File: src/rtl/seg7_scan_pkg.sv
// seg7_scan_pkg: shared constants for the clock display path.
//   SEG_*          active-low segment patterns {g,f,e,d,c,b,a}
//   AN_OFF         all six anodes off (active-low)
//   DEF_NUM_DIGITS default digit count (hh:mm:ss)
package seg7_scan_pkg;

  localparam int DEF_NUM_DIGITS = 6;

  localparam logic [6:0] SEG_0    = 7'b1000000;
  localparam logic [6:0] SEG_1    = 7'b1111001;
  localparam logic [6:0] SEG_2    = 7'b0100100;
  localparam logic [6:0] SEG_3    = 7'b0110000;
  localparam logic [6:0] SEG_4    = 7'b0011001;
  localparam logic [6:0] SEG_5    = 7'b0010010;
  localparam logic [6:0] SEG_6    = 7'b0000010;
  localparam logic [6:0] SEG_7    = 7'b1111000;
  localparam logic [6:0] SEG_8    = 7'b0000000;
  localparam logic [6:0] SEG_9    = 7'b0010000;
  localparam logic [6:0] SEG_DASH = 7'b0111111;
  localparam logic [6:0] SEG_OFF  = 7'b1111111;

  localparam logic [5:0] AN_OFF   = 6'b111111;

  // Slots carrying the hh:mm and mm:ss colon dots.
  localparam int COLON_SLOT_LO = 2;
  localparam int COLON_SLOT_HI = 4;

endpackage

File: src/rtl/seg7_scan_if.sv
// seg7_scan_if: digit data/control in, multiplexed display drive out.
//   D      packed BCD digits, D[4i+3:4i] = digit i
//   EN     display enable
//   COLON  light DP on the colon slots
//   LZB    blank hour-tens digit when it is zero
//   AN     active-low digit enables
//   SEG    active-low segments {g,f,e,d,c,b,a}
//   DP     active-low decimal point
// master = digit source / bench, slave = scanner.
interface seg7_scan_if #(
  parameter int N = 6
);
  logic [4*N-1:0] D;
  logic           EN;
  logic           COLON;
  logic           LZB;
  logic [N-1:0]   AN;
  logic [6:0]     SEG;
  logic           DP;

  modport master (output D, EN, COLON, LZB, input AN, SEG, DP);
  modport slave  (input D, EN, COLON, LZB, output AN, SEG, DP);
endinterface

File: src/rtl/seg7_scan_bcd_to_seg7.sv
// bcd_to_seg7: combinational 4-bit BCD to active-low 7-segment decoder.
//   bcd  input digit; codes 10..15 render as a dash
//   seg  active-low segments {g,f,e,d,c,b,a}
module bcd_to_seg7
  import seg7_scan_pkg::*;
(
  input  logic [3:0] bcd,
  output logic [6:0] seg
);

  always_comb begin
    seg = SEG_DASH;
    case (bcd)
      4'd0:    seg = SEG_0;
      4'd1:    seg = SEG_1;
      4'd2:    seg = SEG_2;
      4'd3:    seg = SEG_3;
      4'd4:    seg = SEG_4;
      4'd5:    seg = SEG_5;
      4'd6:    seg = SEG_6;
      4'd7:    seg = SEG_7;
      4'd8:    seg = SEG_8;
      4'd9:    seg = SEG_9;
      default: seg = SEG_DASH;
    endcase
  end

endmodule

File: src/rtl/seg7_scan.sv
// seg7_scan: time-multiplexes NUM_DIGITS BCD digits onto a common-anode
// 7-segment display.
//   CP   system clock, rising edge
//   CR   synchronous active-high reset
//   bus  seg7_scan_if slave: D/EN/COLON/LZB in, AN/SEG/DP out
// Each slot lasts SCAN_DIV cycles, the first BLANK_CYC of them with all
// anodes off to suppress ghosting. Digits are copied into a shadow register
// only at the frame boundary so a whole frame always shows one coherent time.
// SCAN_DIV must be >= 2 and BLANK_CYC < SCAN_DIV.
module seg7_scan
  import seg7_scan_pkg::*;
#(
  parameter int SCAN_DIV   = 50000,
  parameter int BLANK_CYC  = 500,
  parameter int NUM_DIGITS = DEF_NUM_DIGITS
) (
  input  logic         CP,
  input  logic         CR,
  seg7_scan_if.slave   bus
);

  localparam int CNT_W = $clog2(SCAN_DIV);
  localparam int IDX_W = (NUM_DIGITS > 1) ? $clog2(NUM_DIGITS) : 1;

  localparam logic [CNT_W-1:0] CNT_LAST  = CNT_W'(SCAN_DIV - 1);
  localparam logic [CNT_W-1:0] CNT_BLANK = CNT_W'(BLANK_CYC);
  localparam logic [IDX_W-1:0] IDX_LAST  = IDX_W'(NUM_DIGITS - 1);
  localparam logic [IDX_W-1:0] IDX_COLON_LO = IDX_W'(COLON_SLOT_LO);
  localparam logic [IDX_W-1:0] IDX_COLON_HI = IDX_W'(COLON_SLOT_HI);

  logic [CNT_W-1:0]        cnt;
  logic [IDX_W-1:0]        idx;
  logic [4*NUM_DIGITS-1:0] shadow;

  logic [3:0]              curDigit;
  logic [6:0]              decSeg;
  logic                    cntWrap;
  logic                    frameEnd;
  logic                    inBlank;
  logic                    lzBlank;
  logic                    anOff;
  logic [NUM_DIGITS-1:0]   anNext;
  logic [6:0]              segNext;
  logic                    dpNext;

  logic [NUM_DIGITS-1:0]   anReg;
  logic [6:0]              segReg;
  logic                    dpReg;

  assign cntWrap  = (cnt == CNT_LAST);
  assign frameEnd = cntWrap && (idx == IDX_LAST);

  // Digit mux written as a loop so idx never indexes past the shadow width.
  always_comb begin
    curDigit = 4'd0;
    for (int i = 0; i < NUM_DIGITS; i++) begin
      if (idx == IDX_W'(i)) curDigit = shadow[4*i +: 4];
    end
  end

  bcd_to_seg7 uDecode (
    .bcd (curDigit),
    .seg (decSeg)
  );

  always_comb begin
    inBlank = (cnt < CNT_BLANK);
    lzBlank = bus.LZB && (idx == IDX_LAST) && (curDigit == 4'd0);
    anOff   = inBlank || !bus.EN || lzBlank;
    anNext  = anOff ? {NUM_DIGITS{1'b1}} : ~(NUM_DIGITS'(1) << idx);
    segNext = anOff ? SEG_OFF : decSeg;
    dpNext  = !(bus.COLON && !anOff &&
                ((idx == IDX_COLON_LO) || (idx == IDX_COLON_HI)));
  end

  always_ff @(posedge CP) begin
    if (CR) begin
      cnt    <= '0;
      idx    <= '0;
      shadow <= bus.D;
      anReg  <= {NUM_DIGITS{1'b1}};
      segReg <= SEG_OFF;
      dpReg  <= 1'b1;
    end else begin
      anReg  <= anNext;
      segReg <= segNext;
      dpReg  <= dpNext;
      if (cntWrap) begin
        cnt <= '0;
        idx <= (idx == IDX_LAST) ? '0 : idx + 1'b1;
      end else begin
        cnt <= cnt + 1'b1;
      end
      if (frameEnd) shadow <= bus.D;
    end
  end

  assign bus.AN  = anReg;
  assign bus.SEG = segReg;
  assign bus.DP  = dpReg;

endmodule
File: src/flat_wrapper.sv
// flat-port wrapper written by rule: the top's interface ports become plain ports
module seg7_scan_flat import seg7_scan_pkg::*;
#(
  parameter int SCAN_DIV   = 50000,
  parameter int BLANK_CYC  = 500,
  parameter int NUM_DIGITS = DEF_NUM_DIGITS
)
  (CP, CR, bus_D, bus_EN, bus_COLON, bus_LZB, bus_AN, bus_SEG, bus_DP);
  seg7_scan_if bus_i ();
  input  logic CP;
  input  logic CR;
  input wire logic [$bits(bus_i.D)-1:0] bus_D;
  input wire logic [$bits(bus_i.EN)-1:0] bus_EN;
  input wire logic [$bits(bus_i.COLON)-1:0] bus_COLON;
  input wire logic [$bits(bus_i.LZB)-1:0] bus_LZB;
  output wire logic [$bits(bus_i.AN)-1:0] bus_AN;
  output wire logic [$bits(bus_i.SEG)-1:0] bus_SEG;
  output wire logic [$bits(bus_i.DP)-1:0] bus_DP;
  assign bus_i.D = bus_D;
  assign bus_i.EN = bus_EN;
  assign bus_i.COLON = bus_COLON;
  assign bus_i.LZB = bus_LZB;
  assign bus_AN = bus_i.AN;
  assign bus_SEG = bus_i.SEG;
  assign bus_DP = bus_i.DP;
  seg7_scan #(.SCAN_DIV(SCAN_DIV), .BLANK_CYC(BLANK_CYC), .NUM_DIGITS(NUM_DIGITS)) u_core (.CP(CP), .CR(CR), .bus(bus_i));
endmodule
File: config.mk
export PLATFORM = sky130hd
export DESIGN_NAME = seg7_scan_flat
export DESIGN_NICKNAME = d
export VERILOG_FILES = /design/src/rtl/seg7_scan_pkg.sv /design/src/rtl/seg7_scan_if.sv /design/src/rtl/seg7_scan_bcd_to_seg7.sv /design/src/rtl/seg7_scan.sv /design/src/flat_wrapper.sv
export SDC_FILE = /design/constraint.sdc
export NUM_CORES = 1
export LEC_CHECK = 0
export BUFFER_PORTS_ARGS = -buffer_cell sky130_fd_sc_hd__buf_2
export CORE_ASPECT_RATIO = 0.75
export CORE_UTILIZATION = 53
export CTS_CLUSTER_SIZE = 28
export DETAILED_ROUTE_END_ITERATION = 6
export PLACE_DENSITY = 0.76
export SLEW_MARGIN = 20
export SYNTH_ARGS = -nofsm -noshare
export SYNTH_HDL_FRONTEND = slang
export SYNTH_SLANG_ARGS = --single-unit
File: constraint.sdc
create_clock -name CP -period 6.15 [get_ports CP]
set_input_delay 0.3075 -clock CP [delete_from_list [all_inputs] [get_ports CP]]
set_output_delay 0.3075 -clock CP [all_outputs]
set_load 0.05 [all_outputs]
==> out/results.ini <==
[place]
io_buffers=42
finalWeightedCongestion=0.823
placed_area_mm2=0.00271
post-dp-hpwl_um=3200

[floorplan]
die_width_um=81.2
rows=21
start_util_pct=55.5
core-area_mm2=0.00449
die_h_um=61.4
ios=43
dieArea_mm2=0.00499

[timing]
tightestPinTransition_ns=0.891
setup_viol=0
clock_skew_ns=0.00613
finalCritPeriodShare_pct=43.7
rsz0062_at_grt=no
min_period_ns=2.69
tns_ns=0
drv_slew=0
hold_viol_final=0
slew_headroom_pct=40.6
fmax_ghz=0.372

[critical_path]
arrival_ns=2.93
cp-start-kind=flop
crit_path_end_kind=flop
cp_max_fo=15
worstSetupPathType=reg2reg
reg2reg_setup_slack_ns=3.46
required_ns=6.39

[cells_and_area]
regArea_mm2=0.00138
nets=303
multiInputGateArea_mm2=0.00101
fillers=334
synthToLayoutAreaGrowth_pct=17.2
final_cell_area_mm2=0.00292
num_antenna_cells=0
drive_above_1_share_pct=24.3
finish.utilization_pct=65.1

[logic_synthesis]
yosysUniqueCellTypes=50
avgSynthCellArea_um2=11.1
synthTopCellsByArea=edfxtp_1 (29%), dfxtp_1 (26%), nor2_1 (4.1%), ha_1 (3.5%), mux2i_1 (3.2%)
synth-seq-cells=57
syn_nets=260
synth_common_cells=dfxtp_1 (33), nor2_1 (27), edfxtp_1 (24), nand2_1 (16), inv_1 (11)
yosysMostFrequentCell=dfxtp_1
synth_top_cell_area_share_pct=28.9
async_reset_ff_share_pct=0
syn_inst=224
synth_area_mm2=0.00249
synth_area_leader_cell=edfxtp_1
synth-seq-area-share_pct=55.4
synth-main-ff-cell=dfxtp_1
ys_warn_count=0
synth_edf_count=24

[global_routing]
grt_util_all_layers_pct=20.3
grt_max_degree=25
grt_pass1_wl_um=7140
grt_pass1_vias=1489
antenna_found_initial=0
grt-ovfl-total=0

[routing]
first_iter_violations=107
drc=0
drt_first_pass_iters=5
ant_nets=0
vias=1727
wl_per_cell_um=13.9
vias_per_cell=5.25
wirelength_um=4570

[clocking]
cts_setup_buffers=0
cts_buffers=9
cts_max_level=3
cts-root-buf=clkbuf_8
ctsHoldBuffers=0
clkLatencyLatePin_ns=0.33
path_clk_slew_ns=0.06
clock_path_buffers=2
cts.sinks=57
cts_tree=yes
post_cts_resized=0

[power_and_ir_drop]
powerDensity_mw_per_mm2=283
peakVddDrop_mv=0.209
p_leak_nw=1.11

[run_status]
status=finished, final reports clean

[worst_hold_path]
hold_class=in2reg

[flow_run]
maxCapViolCount=0

==> layer usage <==
metal  wire (µm)  part of all wire [%]  up-vias  global-route usage, %
met1        2260                    49      785                   27.6
li1            -                     -      882                      -
met2        1980                    43       58                   28.8
met4          14                  0.31        0                   7.65
met5           0                     0        -                      0
met3         321                   7.0        2                   8.59
==> power breakdown <==
part	total [mW]	internal (mW)	switching, mW
registers	0.416	0.410	0.00568
clock network	0.369	0.226	0.143
logic	0.0433	0.0183	0.0250
total	0.828	0.654	0.174
==> cell type report <==
class	instances	share of cell area, %
clock buffers	10	4.36
flip-flops and latches	57	47.2
well taps	57	2.44
clock inverters	6	2.82
inverters	11	1.41
multi-input cells	146	34.5
repair buffers	42	7.19
==> worst max-delay path, cell delays in order, from the launching register on <==
cell and delay (ns):
dfxtp_1 0.67, and2_1 0.21, ha_1 0.27, nor4bb_1 0.09, o21bai_1 0.15, a31oi_1 0.12, a21oi_1 0.28, ha_1 0.29
nand3_1 0.09, o31a_1 0.36, o31ai_1 0.08
==> worst paths after layout <==
path,startpoint,end,cells past startpoint
hold reg to reg,u_core.cnt[0],u_core.cnt[0],1
setup / recovery,u_core.idx[0],u_core.bus.SEG[4],10
hold / removal,bus_D[11],u_core.shadow[11],1
setup reg to reg,u_core.idx[0],u_core.bus.SEG[4],10
==> sequential cells by signal, summed over array words and instances (netlist names) <==
register	flops
u_core.shadow	24
u_core.bus.DP	1
u_core.bus.AN	6
u_core.bus.SEG	7
u_core.idx	3
u_core.cnt	16
==> cells by family (layout without fill, tap and decap cells) <==
| kind of cell | count (synthesis) | count (layout) | share of synthesized area [%] |
|---|---|---|---|
| AOI/OAI and AO/OA | 28 | 28 | 9.13 |
| xor gates and xnor gates | 15 | 15 | 5.27 |
| adders and majority gates | 7 | 7 | 3.51 |
| buffers and inverters | 21 | 69 | 4.16 |
| DFF | 57 | 57 | 55.4 |
| muxes | 10 | 10 | 4.11 |
| and+or+nand+nor | 86 | 86 | 18.5 |
==> layout by cell type (no fill, tap or decap), types with 2 or more instances in the layout <==
master / Yosys / final
and3_1: 5 / 5
o21ai_0: 3 / 3
ha_1: 7 / 7
xnor2_1: 7 / 7
o221ai_1: 4 / 4
or3_1: 4 / 4
nor4bb_1: 2 / 2
nand3_1: 8 / 8
clkbuf_8: 0 / 9
mux2i_1: 8 / 8
and4_1: 3 / 3
and2_1: 2 / 2
dfxtp_1: 33 / 33
inv_1: 11 / 11
clkinv_2: 0 / 3
nand2_1: 16 / 16
xor2_1: 8 / 8
mux2_2: 2 / 2
nand4_1: 4 / 4
bufinv_16: 0 / 2
nor2_1: 27 / 27
buf_2: 5 / 42
edfxtp_1: 24 / 24
nor2b_1: 2 / 2
nor3_1: 4 / 4
a21oi_1: 4 / 4
o21ai_1: 3 / 3
==> through the flow <==
step	std cells	setup slack (ns)	hold slack [ns]	power [mW]
after floorplan	224	3.81	0.379	0.450
after global routing	329	3.23	0.125	0.859
after CTS	329	3.47	0.134	0.835
after global placement	313	3.56	0.446	0.466
final	329	3.46	0.147	0.828
after detailed placement	313	3.50	0.457	0.467
Note: power is estimated with default switching activity, not from simulation.
